### config.mk
export PLATFORM = sky130hd
export DESIGN_NAME = icache_flat
export DESIGN_NICKNAME = d
export VERILOG_FILES = /design/src/rtl/icache_pkg.sv /design/src/rtl/icache_if.sv /design/src/rtl/icache_data_array.sv /design/src/rtl/icache.sv /design/src/flat_wrapper.sv
export SDC_FILE = /design/constraint.sdc
export NUM_CORES = 2
export LEC_CHECK = 0
export CAP_MARGIN = 0
export CORE_ASPECT_RATIO = 2
export CORE_MARGIN = 2
export CORE_UTILIZATION = 40
export DETAILED_ROUTE_END_ITERATION = 10
export GPL_TIMING_DRIVEN = 1
export PLACE_DENSITY_LB_ADDON = 0.12
export SLEW_MARGIN = 20
export SYNTH_ARGS = -nofsm -noshare
export SYNTH_HDL_FRONTEND = slang
export SYNTH_SLANG_ARGS = --single-unit
### constraint.sdc
create_clock -name clk_in -period 5.6 [get_ports clk_in]
set_clock_uncertainty 0.1 [all_clocks]
set_input_delay 0.56 -clock clk_in [delete_from_list [all_inputs] [get_ports clk_in]]
set_output_delay 0.56 -clock clk_in [all_outputs]
set_load 0.02 [all_outputs]
### src/rtl/icache_pkg.sv
// rtl/icache_pkg.sv - shared geometry and FSM encoding for the instruction cache
package icache_pkg;

  localparam int ICACHE_INDEX_WIDTH  = 4;
  localparam int ICACHE_OFFSET_WIDTH = 2;
  localparam int ICACHE_TAG_WIDTH    = 32 - 2 - ICACHE_OFFSET_WIDTH - ICACHE_INDEX_WIDTH;

  typedef enum logic [1:0] {
    IDLE     = 2'd0,
    REFILL   = 2'd1,
    RESPOND  = 2'd2,
    COOLDOWN = 2'd3
  } icache_state_e;

endpackage

### src/rtl/icache_if.sv
// rtl/icache_if.sv - fetcher and memory-controller signal bundle for the instruction cache
interface icache_if;

  logic        rdy_in;
  logic        flush_in;
  logic        query_en;
  logic [31:0] query_pc;
  logic        data_en;
  logic [31:0] addr_confirm;
  logic [31:0] data;
  logic        mem_req_en;
  logic [31:0] mem_req_addr;
  logic        mem_data_en;
  logic [31:0] mem_data;

  modport slave (
    input  rdy_in, flush_in, query_en, query_pc, mem_data_en, mem_data,
    output data_en, addr_confirm, data, mem_req_en, mem_req_addr
  );

  modport master (
    output rdy_in, flush_in, query_en, query_pc, mem_data_en, mem_data,
    input  data_en, addr_confirm, data, mem_req_en, mem_req_addr
  );

endinterface

### src/rtl/icache_data_array.sv
// rtl/icache_data_array.sv - tag, valid and word storage; sync write, combinational read
module icache_data_array
  import icache_pkg::*;
#(
  parameter int INDEX_WIDTH  = ICACHE_INDEX_WIDTH,
  parameter int OFFSET_WIDTH = ICACHE_OFFSET_WIDTH,
  parameter int TAG_WIDTH    = ICACHE_TAG_WIDTH
) (
  input  logic                    clk_i,
  input  logic                    inv_all_ni,
  input  logic [INDEX_WIDTH-1:0]  idx_i,
  input  logic [OFFSET_WIDTH-1:0] rd_off_i,
  input  logic [OFFSET_WIDTH-1:0] wr_off_i,
  input  logic                    word_we_i,
  input  logic [31:0]             wr_word_i,
  input  logic                    line_inv_i,
  input  logic                    line_fill_i,
  input  logic [TAG_WIDTH-1:0]    fill_tag_i,
  output logic [31:0]             rd_word_o,
  output logic [TAG_WIDTH-1:0]    rd_tag_o,
  output logic                    rd_valid_o
);

  localparam int LINES = 1 << INDEX_WIDTH;
  localparam int WORDS = 1 << OFFSET_WIDTH;

  logic [LINES-1:0]     valid_q;
  logic [TAG_WIDTH-1:0] tag_q  [LINES];
  logic [31:0]          word_q [LINES][WORDS];

  // Only the valid bits need clearing; stale tags/words are harmless behind them.
  always_ff @(posedge clk_i or negedge inv_all_ni) begin
    if (!inv_all_ni) begin
      valid_q <= '0;
    end else if (line_inv_i) begin
      valid_q[idx_i] <= 1'b0;
    end else if (line_fill_i) begin
      valid_q[idx_i] <= 1'b1;
    end
  end

  always_ff @(posedge clk_i) begin
    if (word_we_i) begin
      word_q[idx_i][wr_off_i] <= wr_word_i;
    end
    if (line_fill_i) begin
      tag_q[idx_i] <= fill_tag_i;
    end
  end

  assign rd_word_o  = word_q[idx_i][rd_off_i];
  assign rd_tag_o   = tag_q[idx_i];
  assign rd_valid_o = valid_q[idx_i];

endmodule

### src/rtl/icache.sv
// rtl/icache.sv - direct-mapped read-only instruction cache with sequential line refill
module icache
  import icache_pkg::*;
#(
  parameter int INDEX_WIDTH  = ICACHE_INDEX_WIDTH,
  parameter int OFFSET_WIDTH = ICACHE_OFFSET_WIDTH,
  localparam int TAG_WIDTH   = 32 - 2 - OFFSET_WIDTH - INDEX_WIDTH
) (
  input  logic     clk_in,
  input  logic     rst_n_in,
  icache_if.slave  bus
);

  localparam int LO = OFFSET_WIDTH + 2;

  icache_state_e           state_q, state_d;
  logic [31:0]             pc_q, pc_d;
  logic [OFFSET_WIDTH-1:0] cnt_q, cnt_d, cnt_nxt;
  logic                    flushed_q, flushed_d;
  logic                    data_en_q, data_en_d;
  logic [31:0]             addr_q, addr_d;
  logic [31:0]             data_q, data_d;
  logic                    req_en_q, req_en_d;
  logic [31:0]             req_addr_q, req_addr_d;

  logic [31:2]             sel_pc;
  logic [31:0]             rd_word;
  logic [TAG_WIDTH-1:0]    rd_tag;
  logic                    rd_valid, hit, last_word;
  logic                    word_we, line_inv, line_fill;

  // IDLE looks up the live query; every later state works on the latched pc.
  assign sel_pc    = (state_q == IDLE) ? bus.query_pc[31:2] : pc_q[31:2];
  assign hit       = rd_valid && (rd_tag == sel_pc[31 -: TAG_WIDTH]);
  assign last_word = &cnt_q;
  assign cnt_nxt   = cnt_q + 1'b1;

  icache_data_array #(
    .INDEX_WIDTH (INDEX_WIDTH),
    .OFFSET_WIDTH(OFFSET_WIDTH),
    .TAG_WIDTH   (TAG_WIDTH)
  ) u_array (
    .clk_i      (clk_in),
    .inv_all_ni (rst_n_in),
    .idx_i      (sel_pc[LO +: INDEX_WIDTH]),
    .rd_off_i   (sel_pc[2 +: OFFSET_WIDTH]),
    .wr_off_i   (cnt_q),
    .word_we_i  (word_we && bus.rdy_in),
    .wr_word_i  (bus.mem_data),
    .line_inv_i (line_inv && bus.rdy_in),
    .line_fill_i(line_fill && bus.rdy_in),
    .fill_tag_i (sel_pc[31 -: TAG_WIDTH]),
    .rd_word_o  (rd_word),
    .rd_tag_o   (rd_tag),
    .rd_valid_o (rd_valid)
  );

  always_comb begin
    state_d    = state_q;
    pc_d       = pc_q;
    cnt_d      = cnt_q;
    flushed_d  = flushed_q;
    data_en_d  = 1'b0;
    addr_d     = addr_q;
    data_d     = data_q;
    req_en_d   = req_en_q;
    req_addr_d = req_addr_q;
    word_we    = 1'b0;
    line_inv   = 1'b0;
    line_fill  = 1'b0;
    unique case (state_q)
      IDLE: begin
        if (bus.query_en && !bus.flush_in) begin
          pc_d = bus.query_pc;
          if (hit) begin
            data_en_d = 1'b1;
            addr_d    = bus.query_pc;
            data_d    = rd_word;
            state_d   = COOLDOWN;
          end else begin
            line_inv   = 1'b1;
            cnt_d      = '0;
            flushed_d  = 1'b0;
            req_en_d   = 1'b1;
            req_addr_d = {bus.query_pc[31:LO], {OFFSET_WIDTH{1'b0}}, 2'b00};
            state_d    = REFILL;
          end
        end
      end
      REFILL: begin
        if (bus.flush_in) begin
          flushed_d = 1'b1;
        end
        if (bus.mem_data_en) begin
          word_we = 1'b1;
          cnt_d   = cnt_nxt;
          if (last_word) begin
            req_en_d  = 1'b0;
            line_fill = 1'b1;
            state_d   = (flushed_q || bus.flush_in) ? IDLE : RESPOND;
          end else begin
            req_addr_d = {pc_q[31:LO], cnt_nxt, 2'b00};
          end
        end
      end
      RESPOND: begin
        if (bus.flush_in) begin
          state_d = IDLE;
        end else begin
          data_en_d = 1'b1;
          addr_d    = pc_q;
          data_d    = rd_word;
          state_d   = COOLDOWN;
        end
      end
      COOLDOWN: begin
        state_d = IDLE;
      end
      default: state_d = IDLE;
    endcase
  end

  always_ff @(posedge clk_in or negedge rst_n_in) begin
    if (!rst_n_in) begin
      state_q    <= IDLE;
      pc_q       <= '0;
      cnt_q      <= '0;
      flushed_q  <= 1'b0;
      data_en_q  <= 1'b0;
      addr_q     <= '0;
      data_q     <= '0;
      req_en_q   <= 1'b0;
      req_addr_q <= '0;
    end else if (bus.rdy_in) begin
      state_q    <= state_d;
      pc_q       <= pc_d;
      cnt_q      <= cnt_d;
      flushed_q  <= flushed_d;
      data_en_q  <= data_en_d;
      addr_q     <= addr_d;
      data_q     <= data_d;
      req_en_q   <= req_en_d;
      req_addr_q <= req_addr_d;
    end
  end

  assign bus.data_en      = data_en_q;
  assign bus.addr_confirm = addr_q;
  assign bus.data         = data_q;
  assign bus.mem_req_en   = req_en_q;
  assign bus.mem_req_addr = req_addr_q;

endmodule

### src/flat_wrapper.sv
// flat-port wrapper written by rule: the top's interface ports become plain ports
module icache_flat import icache_pkg::*;
#(
  parameter int INDEX_WIDTH  = ICACHE_INDEX_WIDTH,
  parameter int OFFSET_WIDTH = ICACHE_OFFSET_WIDTH,
  localparam int TAG_WIDTH   = 32 - 2 - OFFSET_WIDTH - INDEX_WIDTH
)
  (clk_in, rst_n_in, bus_rdy_in, bus_flush_in, bus_query_en, bus_query_pc, bus_mem_data_en, bus_mem_data, bus_data_en, bus_addr_confirm, bus_data, bus_mem_req_en, bus_mem_req_addr);
  icache_if bus_i ();
  input  logic clk_in;
  input  logic rst_n_in;
  input wire logic [$bits(bus_i.rdy_in)-1:0] bus_rdy_in;
  input wire logic [$bits(bus_i.flush_in)-1:0] bus_flush_in;
  input wire logic [$bits(bus_i.query_en)-1:0] bus_query_en;
  input wire logic [$bits(bus_i.query_pc)-1:0] bus_query_pc;
  input wire logic [$bits(bus_i.mem_data_en)-1:0] bus_mem_data_en;
  input wire logic [$bits(bus_i.mem_data)-1:0] bus_mem_data;
  output wire logic [$bits(bus_i.data_en)-1:0] bus_data_en;
  output wire logic [$bits(bus_i.addr_confirm)-1:0] bus_addr_confirm;
  output wire logic [$bits(bus_i.data)-1:0] bus_data;
  output wire logic [$bits(bus_i.mem_req_en)-1:0] bus_mem_req_en;
  output wire logic [$bits(bus_i.mem_req_addr)-1:0] bus_mem_req_addr;
  assign bus_i.rdy_in = bus_rdy_in;
  assign bus_i.flush_in = bus_flush_in;
  assign bus_i.query_en = bus_query_en;
  assign bus_i.query_pc = bus_query_pc;
  assign bus_i.mem_data_en = bus_mem_data_en;
  assign bus_i.mem_data = bus_mem_data;
  assign bus_data_en = bus_i.data_en;
  assign bus_addr_confirm = bus_i.addr_confirm;
  assign bus_data = bus_i.data;
  assign bus_mem_req_en = bus_i.mem_req_en;
  assign bus_mem_req_addr = bus_i.mem_req_addr;
  icache #(.INDEX_WIDTH(INDEX_WIDTH), .OFFSET_WIDTH(OFFSET_WIDTH)) u_core (.clk_in(clk_in), .rst_n_in(rst_n_in), .bus(bus_i));
endmodule
### Word-level counts from Yosys, hierarchy flattened

Memory sizes are Yosys's and may differ from the RTL's.
Index checks and enable logic that the tools add are counted.

* input bits: 70
* memory bits (writable): 2432
* memories kept: 2
* flip-flop bits (word level): 151

* equal/unequal tests: 12
* add/subtract/negate cells: 1
* reduce and logical (&&, ||, !) cells: 21
* $lt $le $gt $ge: 5
* bitwise operators: 5
* multiplexer cells: 61

Memories
* u_core.u_array.word_q: depth 16, width 128, read ports 1, clocked after memory_dff 0, wr ports 1, line icache_data_array.sv:29 `logic [31:0] word_q [LINES][WORDS];`
* u_core.u_array.tag_q: depth 16, width 24, read ports 1, clocked after memory_dff 0, wr ports 1, line icache_data_array.sv:28 `logic [TAG_WIDTH-1:0] tag_q [LINES];`

Operators by type and width (number)
* $mux W32: 13
* $pmux W32 S2: 3
* $mux W128: 1
* $bmux W32 S2: 1
* $demux W32 S2: 1
* $mux W16: 2
* $mux W30: 1
* $eq A24 B24 Y1: 1
* $mux W1: 23
* $mux W2: 9
* $and A16 B16 Y16: 1
* $not A16 Y16: 1
* $or A16 B16 Y16: 1
* $reduce_and A5 Y1: 3
* $ne A2 B2 Y1 const B: 6
* $reduce_and A6 Y1: 2
* $pmux W2 S4: 1
* $logic_and A1 B1 Y1: 7
* $ge A3 B3 Y1 const B: 2
* $not A2 Y3: 2
* $pmux W1 S2: 3
* $reduce_bool A2 Y1: 3
* $lt A4 B5 Y1 const B: 1
* $bmux W1 S4: 1
* other kinds (14): 16

### Logic depth before layout (Yosys ltp)

* depth after elaboration: 10
* mapped depth: 18

### Hierarchy

From an unflattened synthesis, not the netlist that was laid out.

* cells, all modules: 4939
* area total of the unflattened synthesis: 100901.8 um^2

Modules (own cells, without submodules)
* icache_data_array: area an instance 93404.6 um^2, cells each 4109, instances 1, sequential area each 73430.4 um^2
* icache: area an instance 7497.2 um^2, cells each 830, instances 1, sequential area each 3328.2 um^2

### Worst setup path before layout

No wires, ideal clock.

* path kind: reg2reg
* start point: register u_core.state_q[0]
* end point: memory u_core.u_array.word_q[4][0] (netlist name) (enable)
* arrival time: 4.116 ns
* slack: 0.920 ns
* path buffers: 4
* setup time: 0.463 ns
* stages on the path, launching flop included: 9
* path through: dfrtp_1 > or2_1 > buf_6 > or3_1 > o21a_1 > clkbuf_1 > clkbuf_1 > buf_1 > nor3_1

* longest elaborated chain between the ends: 5

Ends and longest elaborated chain
* start: declaration: line icache.sv:16 `icache_state_e state_q, state_d;`
* start signal: assignment: line icache.sv:135 `state_q <= state_d;`
* $eq A2 B1 Y1: line icache.sv:71 `unique case (state_q)`
* $mux W1: line icache.sv:71
* $logic_and A1 B1 Y1: line icache.sv:48 `.word_we_i (word_we && bus.rdy_in),`
* $mux W1: line icache_data_array.sv:43 `if (word_we_i) begin`
* $mux W128 (not written as such): line icache_data_array.sv:44 `word_q[idx_i][wr_off_i] <= wr_word_i;`
* end: declaration: line icache_data_array.sv:29

Several ways; a longest one is shown, not always the timed one.

### Final worst setup path

* start point: register u_core.state_q[1]
* end point: register u_core.addr_q[10] (netlist: u_core.bus.addr_confirm[10])

* longest elaborated chain between the ends: 7

Ends and longest elaborated chain
* $logic_not A2 Y1: line icache.sv:33, icache.sv:71
* $mux W30: line icache.sv:33 `assign sel_pc = (state_q == IDLE) ? bus.query_pc[31:2] : pc_q[31:2];`
* $mem_v2 Z16 W24 or $bmux W1 S4 (tied branches)
* $eq A24 B24 Y1 or $mux W1 (tied branches): line icache.sv:34, icache_data_array.sv:53
* $logic_and A1 B1 Y1: line icache.sv:34 `assign hit = rd_valid && (rd_tag == sel_pc[31 -: TAG_WIDTH]);`
* $ne A2 B1 Y1 (no line)
* $reduce_and A5 Y1 (no line)
* end signal: assignment: line icache.sv:140 `addr_q <= addr_d;`
* end: declaration: line icache.sv:21 `logic [31:0] addr_q, addr_d;`

Several ways; a longest one is shown, not always the timed one. The select of a mux whose other input is x is not followed.
A chain may end at the register's enable or synchronous reset.

==> results.sh <==
export IMPL_syn_area_per_cell_um2=17.6
export IMPL_synth_edf_count=2432
export IMPL_slew_headroom_pct=26.7
export IMPL_status="completed"
export IMPL_setup_violations_final=0
export IMPL_grt_pass1_wl_um=432000
export IMPL_die_w_um=351
export IMPL_r2r_cells=15
export IMPL_insertion_delay_ns=0.90
export IMPL_min_period_ns=5.26
export IMPL_num_rows=254
export IMPL_end_kind="flip-flop"
export IMPL_areaGrowthSynthToFinish_pct=14.8
export IMPL_ys_warn_count=0
export IMPL_vias=55100
export IMPL_cts_root_buf="clkbuf_16"
export IMPL_drtPass1Iterations=6
export IMPL_p_clk_share_pct=27.1
export IMPL_clockBufferDepth=4
export IMPL_grt_use_met3_pct=2.63
export IMPL_wl_per_cell_um=34.0
export IMPL_ir_drop_v=0.000354
export IMPL_path_clk_slew_ns=0.07
export IMPL_internal_power_uw=36100
export IMPL_ant_nets=0
export IMPL_initial_utilization_pct=40.2
export IMPL_cts_buffers=227
export IMPL_cp_max_fo=32
export IMPL_synthFlopType="edfxtp_1"
export IMPL_hold_viol=0
export IMPL_reg2reg_from="u_core.state_q[1]"
export IMPL_seq_area_frac_synth_pct=79.8
export IMPL_tns_ns=0
export IMPL_gr_usage_all_layers_pct=24.8
export IMPL_fin_crit_sh_pct=93.9
export IMPL_fmax_mhz=190
export IMPL_drt_total_wl_um=310000
export IMPL_critPathLaunchType="flip-flop"
export IMPL_synthArstFlopShare_pct=5.77
export IMPL_powerDensity_nw_per_um2=507
export IMPL_power_switching_share_pct=35.5
export IMPL_netlist_instances=5456
export IMPL_slew_violations=0
export IMPL_cts_tree="built"
export IMPL_via_per_inst=6.04
export IMPL_worst_slack_ns=0.342
export IMPL_overflow=0
export IMPL_cap_violations=0
export IMPL_syn_area_um2=96200
export IMPL_post_cts_setup_buffers=0
export IMPL_r2r_setup_slack_ns=0.34
export IMPL_seqPwrFrac_pct=40.0
export IMPL_grt_max_degree=125
export IMPL_worst_pin_slew_ns=1.08
export IMPL_yosys_top_cells_area="edfxtp_1 (76%), dfrtp_1 (3.9%), a22oi_1 (3.1%)"
export IMPL_holdCritPathClass="primary input to async pin"
export IMPL_top_usage_layer="met2"
export IMPL_clock_sinks=2581
export IMPL_p_comb_share_pct=32.9
export IMPL_h_tree_depth=4
export IMPL_die_area_um2=245000
export IMPL_cp_data_arrival_time_ns=5.93
export IMPL_r2r_end="u_core.bus.addr_confirm[10]"
export IMPL_place_hpwl_um=169000
export IMPL_die_h_um=697
export IMPL_antenna_found_initial=5
export IMPL_drc_errors=0
export IMPL_yosysUniqueCellTypes=59
export IMPL_grt_setup_unrepaired="false"
export IMPL_drt_iter0_drc=5512
export IMPL_p_leak_uw=0.0349
export IMPL_use_met1_pct=29.5
export IMPL_core_area_um2=239000
export IMPL_path_class="flip-flop to flip-flop"
export IMPL_place_congestion=0.847
export IMPL_ioPinCount=168
export IMPL_final_nets=5823
export IMPL_cp_required_ns=6.27
export IMPL_synth_area_leader_cell="edfxtp_1"
export IMPL_ys_ff_latch=2581
export IMPL_dp_slack_ns=-0.133
export IMPL_first_global_vias=55700
export IMPL_synth_top_cell_area_share_pct=75.9
export IMPL_fillers=20400
export IMPL_drive_gt1_share_pct=15.0
export IMPL_numPortBuffers=165
export IMPL_gr_usage_met2_pct=45.1
export IMPL_switching_power_uw=19900
==> registers in the layout (all words and copies together), names as in the netlist, named ones only <==
register,count
u_core.bus.mem_req_addr,30
u_core.bus.addr_confirm,32
u_core.state_q,2
u_core.pc_q,32
u_core.bus.mem_req_en,1
u_core.cnt_q,2
u_core.flushed_q,1
u_core.u_array.tag_q,384
u_core.bus.data,32
u_core.bus.data_en,1
u_core.u_array.word_q,2048
==> stage by stage <==
step                area, µm²  cells  power, µW  hold WS (ns)  util, %
floorplan               96200   5457      32600         0.164        -
global placement       104000   8719      41300         0.379     43.3
detailed placement     104000   8719      41400         0.374     43.3
CTS                    110000   9122      56400        0.0847     46.1
global route           110000   9124      57800         0.123     46.1
finish                 110000   9130      56000        0.0870     46.2
==> worst max-delay path, cell delays in order, from the launching register on <==
cell     delay [ns]
dfrtp_1        0.37
or2_2          0.48
a31oi_4        0.81
buf_12         0.24
buf_12         0.21
o22ai_1        0.10
o21ai_0        0.20
nand4_1        0.18
xor2_1         0.18
nand4_1        0.24
or4_1          0.61
buf_4          0.22
nor4_1         0.30
a21o_4         0.20
buf_12         0.23
mux2_2         0.36
==> power groups by stage <==
stage	Clock [µW]	Sequential, µW	Combinational, µW
after floorplan	0	22900	9730
after global placement	0	22800	18500
after detailed placement	0	22800	18500
after CTS	15400	22400	18600
after global routing	16100	22400	19400
final	15100	22400	18400
==> kinds of logic (layout without fill, tap and decap cells) <==
kind of cell / count (synthesis) / count (layout) / synth area share (%)
AO/OA/AOI/OAI: 1794 / 1794 / 13.6
adder cells (fa/ha/maj): 4 / 4 / 0.0520
XOR/XNOR: 23 / 23 / 0.209
AND/OR/NAND/NOR: 469 / 469 / 2.38
other: 1 / 10 / 0.00390
flip-flops: 2581 / 2581 / 79.8
multiplexers: 164 / 164 / 2.14
buffers and inverters: 420 / 885 / 1.84
==> worst max path at each step <==
stage	from	end	slack [ns]	cells after the start
3_3_place_gp	bus_query_pc[4]	u_core.bus.addr_confirm[10]	-0.07	16
3_5_place_dp	bus_query_pc[4]	u_core.bus.data[27]	-0.13	16
2_1_floorplan	u_core.state_q[0]	u_core.u_array.word_q[4][0]	0.92	8
6_report	u_core.state_q[1]	u_core.bus.addr_confirm[10]	0.34	15
5_1_grt	u_core.state_q[1]	u_core.bus.data[27]	0.13	15
4_1_cts	u_core.state_q[1]	u_core.bus.data[27]	0.24	15
==> cell usage after synthesis (47+ instances only) <==
master	instances
a21oi_1	229
a221oi_1	320
a22o_1	320
a22oi_1	392
buf_1	47
clkbuf_1	324
dfrtp_1	149
edfxtp_1	2432
mux2_2	84
mux2_4	59
nand2_1	188
nor2_1	60
nor3_1	99
o21ai_0	100
o22ai_1	351
==> placed cells by master, fill, tap and decap left out, types with 132 or more instances in the layout <==
master and instances:
edfxtp_1 2432, a22oi_1 392, o22ai_1 351, a22o_1 320, a221oi_1 320, buf_4 262
clkbuf_16 231, a21oi_1 228, nand2_1 187, dfrtp_1 149, clkdlybuf4s50_1 132
==> cell type report <==
type                            count  area, µm²  share of cell area [%]
Sequential cell                  2581      76800                    69.5
Multi-Input combinational cell   2456      18300                    16.6
Clock buffer                      294       6070                    5.49
Timing Repair Buffer              470       4370                    3.96
Tap cell                         3200       4000                    3.63
Clock inverter                    108        831                   0.752
Inverter                           13       48.8                  0.0442
Antenna cell                        8       20.0                  0.0181
==> repair_timing <==
action,4_1_cts,5_1_grt
endpoints found under the hold margin,61,0
gates resized for setup,0,0
hold buffers,1,0
==> layer usage <==
layer	wire [µm]	part of all wire, %	vias up
met5	13	0.0042	-
met1	116000	37	29300
met4	14700	4.8	2
li1	-	-	23400
met3	14300	4.6	481
met2	165000	53	1926
No activity file was read; power rests on OpenSTA's default activity.
